$ cat src/rtl/frame_receiver_pkg.sv
// frame_receiver_pkg: framing constants, status/error codes and the byte-wide CRC-8 step
package frame_receiver_pkg;
   localparam logic [7:0] SOF_BYTE = 8'hA5;
   localparam logic [7:0] CRC_POLY = 8'h07;
   localparam logic [7:0] CRC_INIT = 8'h00;
   localparam logic [1:0] ST_IDLE = 2'b00;
   localparam logic [1:0] ST_RX = 2'b01;
   localparam logic [1:0] ST_OK = 2'b10;
   localparam logic [1:0] ST_ERR = 2'b11;
   localparam logic [1:0] ERR_NONE = 2'b00;
   localparam logic [1:0] ERR_LEN = 2'b01;
   localparam logic [1:0] ERR_CRC = 2'b10;
   localparam logic [1:0] ERR_TMO = 2'b11;
   typedef enum logic [1:0] {S_IDLE, S_LEN, S_PAYLOAD, S_CRC} state_t;
   function automatic logic [7:0] crc8_next(input logic [7:0] crc, input logic [7:0] data);
      logic [7:0] c;
      c = crc ^ data;
      for (int i = 0; i < 8; i++) c = c[7] ? ((c << 1) ^ CRC_POLY) : (c << 1);
      return c;
   endfunction
endpackage

$ cat src/rtl/frame_receiver.sv
// frame_receiver: UART receive-side deframer (SOF | LEN | payload | CRC-8) with inter-byte timeout
module frame_receiver
   import frame_receiver_pkg::*;
#(
   parameter int MAX_LEN = 16,
   parameter int TIMEOUT_CYCLES = 104167
) (
   input  logic       clk,
   input  logic       reset,
   input  logic [7:0] rx_data,
   input  logic       rx_done,
   output logic [7:0] out_data,
   output logic       out_valid,
   output logic       out_last,
   output logic       frame_ok,
   output logic       frame_err,
   output logic [1:0] err_code,
   output logic [1:0] status,
   output logic [7:0] ok_count
);
   localparam int TW = $clog2(TIMEOUT_CYCLES);
   localparam logic [TW-1:0] TMO_LAST = TW'(TIMEOUT_CYCLES - 1);
   localparam logic [7:0] MAX_B = 8'(MAX_LEN);
   state_t state;
   logic [7:0] crc, len, cnt;
   logic [TW-1:0] tmr;
   always_ff @(posedge clk or posedge reset)
      if (reset) begin
         state <= S_IDLE;
         crc <= CRC_INIT;
         len <= '0;
         cnt <= '0;
         tmr <= '0;
         out_data <= '0;
         out_valid <= 1'b0;
         out_last <= 1'b0;
         frame_ok <= 1'b0;
         frame_err <= 1'b0;
         err_code <= ERR_NONE;
         status <= ST_IDLE;
         ok_count <= '0;
      end else begin
         out_valid <= 1'b0;
         out_last <= 1'b0;
         frame_ok <= 1'b0;
         frame_err <= 1'b0;
         // a byte arriving on the expiry cycle takes priority over the timeout
         if (rx_done) begin
            tmr <= '0;
            case (state)
               S_IDLE:
                  if (rx_data == SOF_BYTE) begin
                     state <= S_LEN;
                     crc <= CRC_INIT;
                     status <= ST_RX;
                     err_code <= ERR_NONE;
                  end
               S_LEN:
                  if (rx_data == 8'd0 || rx_data > MAX_B) begin
                     frame_err <= 1'b1;
                     err_code <= ERR_LEN;
                     status <= ST_ERR;
                     state <= S_IDLE;
                  end else begin
                     len <= rx_data;
                     crc <= crc8_next(crc, rx_data);
                     cnt <= '0;
                     state <= S_PAYLOAD;
                  end
               S_PAYLOAD: begin
                  out_data <= rx_data;
                  out_valid <= 1'b1;
                  crc <= crc8_next(crc, rx_data);
                  cnt <= cnt + 8'd1;
                  out_last <= cnt == len - 8'd1;
                  state <= cnt == len - 8'd1 ? S_CRC : S_PAYLOAD;
               end
               default: begin
                  frame_ok <= rx_data == crc;
                  frame_err <= rx_data != crc;
                  ok_count <= rx_data == crc ? ok_count + 8'd1 : ok_count;
                  status <= rx_data == crc ? ST_OK : ST_ERR;
                  err_code <= rx_data == crc ? err_code : ERR_CRC;
                  state <= S_IDLE;
               end
            endcase
         end else if (state != S_IDLE) begin
            if (tmr == TMO_LAST) begin
               frame_err <= 1'b1;
               err_code <= ERR_TMO;
               status <= ST_ERR;
               state <= S_IDLE;
            end else begin
               tmr <= tmr + TW'(1);
            end
         end
      end
endmodule

$ cat config.mk
export PLATFORM = sky130hd
export DESIGN_NAME = frame_receiver
export DESIGN_NICKNAME = d
export VERILOG_FILES = /design/src/rtl/frame_receiver_pkg.sv /design/src/rtl/frame_receiver.sv
export SDC_FILE = /design/constraint.sdc
export NUM_CORES = 1
export LEC_CHECK = 0
export BUFFER_PORTS_ARGS = -buffer_cell sky130_fd_sc_hd__buf_2
export CAP_MARGIN = 25
export CELL_PAD_IN_SITES_DETAIL_PLACEMENT = 1
export CELL_PAD_IN_SITES_GLOBAL_PLACEMENT = 1
export CORE_MARGIN = 2
export CORE_UTILIZATION = 23
export DETAILED_ROUTE_END_ITERATION = 10
export PLACE_DENSITY_LB_ADDON = 0.3
export SYNTH_ARGS = -nofsm -noshare
export SYNTH_HDL_FRONTEND = slang
export SYNTH_SLANG_ARGS = --single-unit
$ cat constraint.sdc
create_clock -name clk -period 2.88 [get_ports clk]
set_clock_uncertainty 0.05 [all_clocks]
set_input_delay 0.144 -clock clk [delete_from_list [all_inputs] [get_ports clk]]
set_output_delay 0.144 -clock clk [all_outputs]
set_load 0.005 [all_outputs]
* After elaboration in Yosys (flattened, before gate mapping)
Index checks and enable logic that the tools add are counted.
** Operators by class
- Muxes and demuxes :: 45
- $lt $le $gt $ge :: 1
- Add/sub/neg operators :: 4
- Bitwise gates (word level) :: 11
- Reductions and logical operators :: 19
- Eq/ne operators :: 14
** Operators with widths (count)
- $mux W17 :: 3
- $mux W2 :: 13
- $mux W3 :: 8
- $mux W8 :: 3
- $not A3 Y3 :: 8
- $pmux W8 S3 :: 1
- $pmux W2 S3 :: 3
- $add A17 B1 Y17 const B :: 1
- $eq A17 B17 Y1 const B :: 1
- $add A8 B1 Y8 const B :: 2
- $eq A8 B8 Y1 :: 2
- $pmux W8 S2 :: 1
- $mux W1 :: 12
- $reduce_and A3 Y1 :: 4
- $eq A8 B8 Y1 const B :: 1
- $gt A8 B5 Y1 const B :: 1
- $logic_not A8 Y1 :: 1
- $ne A2 B2 Y1 const B :: 4
- $ne A8 B8 Y1 :: 1
- $reduce_bool A2 Y1 :: 4
- $sub A8 B1 Y8 const B :: 1
- $xor A8 B8 Y8 :: 1
- $ne A3 B3 Y1 const B :: 2
- $reduce_and A6 Y1 :: 1
- other kinds (13) :: 15
** Storage, ports and cells
- Flip-flop bits (word level) :: 67

* Logic depth before layout (Yosys ltp)
Gate-level depths: netlist of the first run.
- Word-level depth :: 19
- Gate-level depth with buffers :: 8
- Mapped depth without buffers :: 7

* Least setup slack after synthesis of the first run
No wires, ideal clock.
- Path kind :: register -> register
- Start :: register crc[7]
- End :: register ok_count[5]
- Required time :: 2.707 ns
- Slack :: 0.724 ns
- Cell stages (with the launch flop) :: 8
- Setup time :: 0.123 ns
- Period minus slack after synthesis :: 2.156 ns
- Arrival :: 1.983 ns
- Cells stage by stage :: dfrtp_1 xnor2_1 ha_1 nand3_1 nor4_2 and4_1 nand3_1 xnor2_1
** On the way
- Longest elaborated chain between the ends :: 2
** Ends and longest elaborated chain
- start, declared :: RTL line frame_receiver.sv:25 : logic [7:0] crc, len, cnt;
- start signal, assigned :: RTL line frame_receiver.sv:66 : crc <= crc8_next(crc, rx_data);
- start signal, assigned :: RTL line frame_receiver.sv:73 : crc <= crc8_next(crc, rx_data);
- $eq A8 B8 Y1 :: RTL line frame_receiver.sv:81 : ok_count <= rx_data == crc ? ok_count + 8'd1 : ok_count;
- $reduce_and A3 Y1 (no line)
- end signal, assigned :: RTL line frame_receiver.sv:81
- end, declared :: RTL line frame_receiver.sv:19 : output logic [7:0] ok_count
No other way between the ends.
A chain may end at the register's enable or synchronous reset.

* Final worst setup path of the first run
- Start :: register crc[7]
- End :: register ok_count[7]
The elaborated chain is that of the path after synthesis.

==> key figures, run 1 <==
Run status
  – Outcome: finished clean

GRT
  – M1 GR Usage: 15.4%
  – First-pass GRT wire length: 16100 um
  – Vias in the first global route: 3051
  – Gr usage total: 11.5%
  – Initial antenna violation count: 0
  – Met3 Track Usage GR: 2.00%
  – GRT Max-Usage Layer: met2
  – GR Overflow Total: 0
  – Pin count of the biggest net entering global routing: 29
  – GR Layer Usage met2: 18.0%

Yosys
  – Ys flop type: dfrtp_1
  – Largest cells by area after synthesis: dfrtp_1 (45%), xor2_1 (6.1%), xnor2_1 (5.8%)
  – Async set-reset flop share out of synthesis: 100%
  – Avg Inst Size Synth: 10.7 um2
  – Synthesized cell area: 0.00376 mm2
  – Number of synthesized flops with an enable pin: 0
  – Yosys top cell by area: dfrtp_1
  – Cell variety after synth: 51
  – Post-synth top area share: 44.6%
  – Top cells by count, synth: dfrtp_1 (67), xor2_1 (26), xnor2_1 (25), nor2_1 (24), mux2_2 (16)
  – Mapped Cells: 351
  – Fraction of the yosys area taken by sequential cells: 44.6%
  – Yosys reg bits: 67
  – Top-count cell post-synth: dfrtp_1
  – Syn Nets: 376
  – Synth warn: 0

Worst setup path
  – Stages on worst setup path: 8
  – Critical path startpoint: crc[7]
  – Register-to-register setup slack: 0.46 ns
  – R2r worst-path depth: 8
  – R2R Path End: ok_count[7]
  – Worst path max stage delay: 0.40 ns
  – CP Cell Sequence: xnor2_1 -> ha_1 -> nand3_1 -> nor4_2 -> buf_4 -> and4_1 -> nand3_1 -> xnor2_1
  – Endpoint class of the critical path: flip-flop
  – Crit path max-delay family: simple AND/OR/NAND/NOR gates
  – Startpoint types: flip-flop
  – Crit Path Category: flip-flop to flip-flop
  – CP max FO: 7
  – Critical R2R Launch: crc[7]
  – Arrival time at the worst endpoint: 2.58 ns
  – WP buf/inv: 1
  – CP max stage cell: nor4_2
  – CP Data Required Time: 3.05 ns
  – Worst setup endpoint: ok_count[7]

Drt
  – Detail Route Antenna Nets: 0
  – Drt pass-1 iters: 4
  – Vias: 2834
  – Post-route DRC violation count: 0
  – DRT Wirelength: 9460 um
  – Vias per cell: 4.63
  – Initial detailed-routing violation count: 111
  – Average wire per standard cell: 15.5 um

Clocking
  – # hold bufs at CTS: 1
  – Reg clk slew, reported paths: 0.05 ns
  – Post-CTS Resized: 0
  – Clock latency on the worst-skew pair: 0.33 ns
  – Max Buffers Root-to-Sink: 2
  – Clock buffer count from CTS: 9
  – Clock tree sinks: 67
  – Depth of the CTS H-tree: 3
  – CTS tree: yes
  – Root Buffer: clkbuf_16
  – Post-CTS Setup Inserts: 0

Power and ir drop
  – Sequential fraction of design power: 35.0%
  – Combinational share of power: 37.2%
  – Clock network fraction of total power: 27.8%
  – Tot Pwr: 3700 uW
  – Total power per unit cell area: 829 mW/mm2
  – Net Sw Power: 1310 uW
  – Sw frac: 35.4%
  – Worst vdd ir: 0.282 mV
  – Leak pwr: 0.00194 uW
  – Internal power: 2390 uW

STA
  – Final setup viols: 0
  – Minimum clock period after layout: 2.42 ns
  – Max Clock Freq: 0.414 GHz
  – Slew of the pin with the lowest slew margin: 0.580 ns
  – TNS Setup: 0 ns
  – Relative slew slack: 61.2%
  – Max-slew violation count: 0
  – RSZ-0062 raised after global routing: no
  – Final period util: 83.9%
  – Final hold vios: 0

Floorplan
  – Core area: 0.0159 mm2
  – Cell Rows: 46
  – Die Ht: 132 um
  – Die outline area: 0.0174 mm2
  – Initial Utilization: 23.6%
  – Io pins: 35
  – Horiz. Die Dim: 132 um

Placed design
  – HPWL after DPL: 6820 um
  – I/O Buffers: 34
  – Cell Area, Placed: 0.00418 mm2
  – Routability cong.: 0.756

Finish
  – Synthesis-to-finish area growth: 18.9%
  – Share of cells above drive strength 1: 21.2%
  – Final non-filler cell area: 0.00447 mm2
  – Layout Nets: 416
  – ANT cells: 0

Min path
  – HP Class: input pin to flip-flop

Flow run
  – MaxCap Viol Count: 0
==> stage by stage <==
step	setup WS, ns	hold WS, ns	instances	util [%]
2_1_floorplan	0.724	0.244	351	-
3_3_place_gp	0.417	0.156	595	26.2
3_5_place_dp	0.385	0.153	595	26.2
4_1_cts	0.381	0.0704	612	28.0
5_1_grt	0.299	0.0936	612	28.0
6_report	0.464	0.0820	612	28.0
==> sequential cells by signal, summed over array words and instances (netlist names) <==
register   cells
ok_count       8
out_last       1
state          2
out_valid      1
len            8
tmr           17
err_code       2
frame_ok       1
frame_err      1
out_data       8
crc            8
status         2
cnt            8
==> routing by layer <==
metal	part of all wire, %	up-vias
li1	-	1358
met1	49	1445
met2	47	21
met3	1.6	10
met4	1.9	0
met5	0	-
==> power groups by stage <==
stage               combinational (uW)  sequential, uW  clock, uW
floorplan                         1040            1270          0
global placement                  1360            1310          0
detailed placement                1390            1310          0
CTS                               1400            1300       1070
global route                      1550            1330       1120
finish                            1380            1300       1030
==> worst reg2reg max path, delay by kind of cell, from the launching register on <==
| family | cells | cell delay [ns] |
|---|---|---|
| XOR/XNOR | 2 | 0.49 |
| adder cells (fa/ha/maj) | 1 | 0.23 |
| buffers and inverters | 1 | 0.22 |
| flip-flops | 1 | 0.39 |
| AND/OR/NAND/NOR | 4 | 0.91 |
==> how the worst min path moves through the flow <==
stage	start	to	slack [ns]	cells after the start
finish	rx_data[5]	out_data[5]	0.08	2
global route	rx_data[5]	out_data[5]	0.09	2
CTS	rx_data[5]	out_data[5]	0.07	2
detailed placement	reset	ok_count[0]	0.15	2
global placement	reset	frame_ok	0.16	2
floorplan	rx_data[0]	len[0]	0.24	1
==> cells by family after synthesis <==
| family | after synthesis | share of synthesized area (%) |
|---|---|---|
| simple gates | 115 | 17.7 |
| flops | 67 | 44.6 |
| compound gates | 63 | 13.1 |
| xor+xnor | 52 | 12.3 |
| buf+inv | 24 | 2.86 |
| mux | 16 | 4.80 |
| fa+ha+maj | 14 | 4.66 |
==> placed cells by master, fill, tap and decap left out, types with 7 or more instances in the layout <==
cell | synthesis | routed
o2111ai_1 | 8 | 8
inv_1 | 11 | 10
xor2_1 | 26 | 26
nand2_1 | 12 | 12
buf_2 | 2 | 34
clkbuf_16 | 0 | 9
o21ai_0 | 14 | 14
mux2_2 | 16 | 16
nor3_1 | 8 | 8
nand3_1 | 9 | 9
ha_1 | 14 | 14
nand4_1 | 11 | 11
and2_1 | 12 | 12
buf_4 | 0 | 7
dfrtp_1 | 67 | 67
nor2_1 | 24 | 24
xnor2_1 | 25 | 25
==> layout make-up <==
type / instances / area, um2
fillers: 1810 / 11500
clock buffers: 14 / 264
multi-input cells: 260 / 1970
repair buffers: 42 / 233
inverters: 11 / 41.3
well taps: 216 / 270
flip-flops and latches: 67 / 1680
clock inverters: 2 / 10.0
No activity file was read; power rests on OpenSTA's default activity.
==> run 2: changes to the inputs <==
==> constraint.sdc (replaced) <==
create_clock -name clk -period 2.3 [get_ports clk]
set_clock_uncertainty 0.05 [all_clocks]
set_input_delay 0.115 -clock clk [delete_from_list [all_inputs] [get_ports clk]]
set_output_delay 0.115 -clock clk [all_outputs]
set_load 0.005 [all_outputs]
==> key figures, run 2 (synthesized netlist as in run 1, its figures left out) <==
Run status
  – Outcome: finished clean

STA
  – Max-slew violation count: 0 (unchanged)
  – Final period util: 96.0% (+12 points)
  – Slew of the pin with the lowest slew margin: 0.576 ns (-0.00352 ns)
  – Max Clock Freq: 0.453 GHz (+9.4%)
  – Final hold vios: 0 (unchanged)
  – Minimum clock period after layout: 2.21 ns (-0.207 ns)
  – Final setup viols: 0 (unchanged)
  – Relative slew slack: 61.5% (+0.25 points)
  – Fin Hold WS: 0.0643 ns (-0.0177 ns)

Min path
  – HP Class: input pin to flip-flop

Worst setup path
  – Endpoint class of the critical path: flip-flop
  – R2r worst-path depth: 6 (-2)
  – Startpoint types: flip-flop
  – Arrival time at the worst endpoint: 2.36 ns (-0.22 ns)
  – Critical R2R Launch: state[0]
  – Worst setup endpoint: crc[6]
  – Register-to-register setup slack: 0.09 ns (-0.37 ns)
  – Crit Path Category: flip-flop to flip-flop
  – CP max FO: 8 (+1)
  – Critical path startpoint: state[0]
  – R2R Path End: crc[6]
  – CP Data Required Time: 2.46 ns (-0.59 ns)

Floorplan
  – Io pins: 35 (unchanged)
  – Core area: 0.0159 mm2 (unchanged)
  – Die outline area: 0.0174 mm2 (unchanged)
  – Cell Rows: 46 (unchanged)
  – Die Ht: 132 um (unchanged)
  – Horiz. Die Dim: 132 um (unchanged)
  – Initial Utilization: 23.6% (unchanged)

Finish
  – Most flops, register: tmr
  – Synthesis-to-finish area growth: 20.8%
  – Share of cells above drive strength 1: 23.1% (+1.9 points)
  – Final Non-Filler Cells: 618 (+0.98%)
  – Layout Nets: 423 (+1.7%)
  – Post-layout util: 28.5% (+0.44 points)
  – Most frequent cells in the layout: dfrtp_1 (67), buf_2 (34), xor2_1 (26), xnor2_1 (25), nor2_1 (23)
  – Most common cell after layout, fill and taps aside: dfrtp_1
  – ANT cells: 0 (unchanged)
  – Max reg flops: 17 (unchanged)

Drt
  – Average wire per standard cell: 15.5 um (+0.25%)
  – Drt pass-1 iters: 4 (unchanged)
  – DRT Wirelength: 9570 um (+1.2%)
  – Detail Route Antenna Nets: 0 (unchanged)
  – Initial detailed-routing violation count: 105 (-5.4%)
  – Post-route DRC violation count: 0 (unchanged)
  – Vias: 2884 (+1.8%)
  – Vias per cell: 4.67 (+0.78%)

Clocking
  – Root Buffer: clkbuf_16
  – Depth of the CTS H-tree: 3 (unchanged)
  – Clock latency on the worst-skew pair: 0.33 ns (about the same)
  – Clock tree sinks: 67 (unchanged)
  – Post-CTS Setup Inserts: 0 (unchanged)
  – CTS tree: yes
  – Reg clk slew, reported paths: 0.06 ns (about the same)
  – Clock buffer count from CTS: 9 (unchanged)
  – Max Buffers Root-to-Sink: 2 (unchanged)

Placed design
  – Routability cong.: 0.797 (+5.5%)
  – Dpl cells: 602 (+1.2%)
  – I/O Buffers: 34 (unchanged)
  – HPWL after DPL: 6870 um (+0.61%)

GRT
  – Initial antenna violation count: 0 (unchanged)
  – Vias in the first global route: 3166 (+3.8%)
  – Gr usage total: 11.7% (+0.24 points)
  – First-pass GRT wire length: 16500 um (+2.4%)
  – Pin count of the biggest net entering global routing: 68 (+130%)
  – GR Overflow Total: 0 (unchanged)

Flow run
  – MaxCap Viol Count: 0 (unchanged)

Power and ir drop
  – Leak pwr: 0.00198 uW (+2.0%)
  – Worst vdd ir: 0.366 mV (+30%)
  – Total power per unit cell area: 1030 mW/mm2 (+25%)
## run 2: cell types whose count changed in the layout (fill, tap and decap cells not counted), sizes merged
cell / change
buf: +7
clkbuf: -2
clkinv: +1
## run 2: worst min-delay path by stage
stage | startpoint | end | slack [ns] | cells after the start
after global routing | rx_data[0] | len[0] | 0.08 | 2
after detailed placement | reset | ok_count[0] | 0.18 | 3
final | rx_data[0] | len[0] | 0.06 | 2
after floorplan | rx_data[0] | len[0] | 0.22 | 1
after global placement | reset | ok_count[0] | 0.17 | 3
after CTS | rx_data[0] | len[0] | 0.06 | 2
## run 2: metal layers
| metal | part of all wire, % | wire, um | track usage (%) |
|---|---|---|---|
| met5 | 0 | 0 | 0 |
| met3 | 2.2 | 208 | 2.31 |
| met4 | 1.6 | 155 | 5.07 |
| met2 | 49 | 4670 | 19.6 |
| met1 | 47 | 4540 | 14.8 |
## run 2: what timing repair did
item / 4_1_cts / 5_1_grt
hold buffers: 1 / 0
resized for setup: 1 / 2
gates cloned: 0 / 0
pin swaps: 0 / 0
endpoints found under the setup margin: 8 / 4
endpoints found under the hold margin: 67 / 0
## run 2: report_power, final
group / switching [uW] / total, uW / internal, uW
Combinational: 975 / 1840 / 863
Clock: 484 / 1230 / 747
Sequential: 207 / 1620 / 1410
## run 2: per-stage QoR
stage	setup slack (ns)	area, um2	setup TNS, ns	power, uW
floorplan	0.144	3760	0	2890
global placement	0.0702	4250	0	3420
detailed placement	0.0189	4250	0	3470
CTS	0.0363	4520	0	4760
global route	-0.00344	4540	-0.00344	5040
finish	0.0909	4540	0	4680
## run 2: final cells by class
| cell class | instances | area [um2] |
|---|---|---|
| clock inverters | 3 | 15.0 |
| clock buffers | 12 | 246 |
| inverters | 11 | 41.3 |
| multi-input cells | 260 | 1990 |
| repair buffers | 49 | 298 |
| flip-flops and latches | 67 | 1680 |
| fillers | 1808 | 11400 |
| well taps | 216 | 270 |
## run 2: worst max-delay path, stage by stage, from the launching register on
cell and delay [ns]:
dfrtp_1 0.42, inv_1 0.13, ha_1 0.23, inv_1 0.13, a41oi_2 0.10, or4_4 0.64, a221o_1 0.38
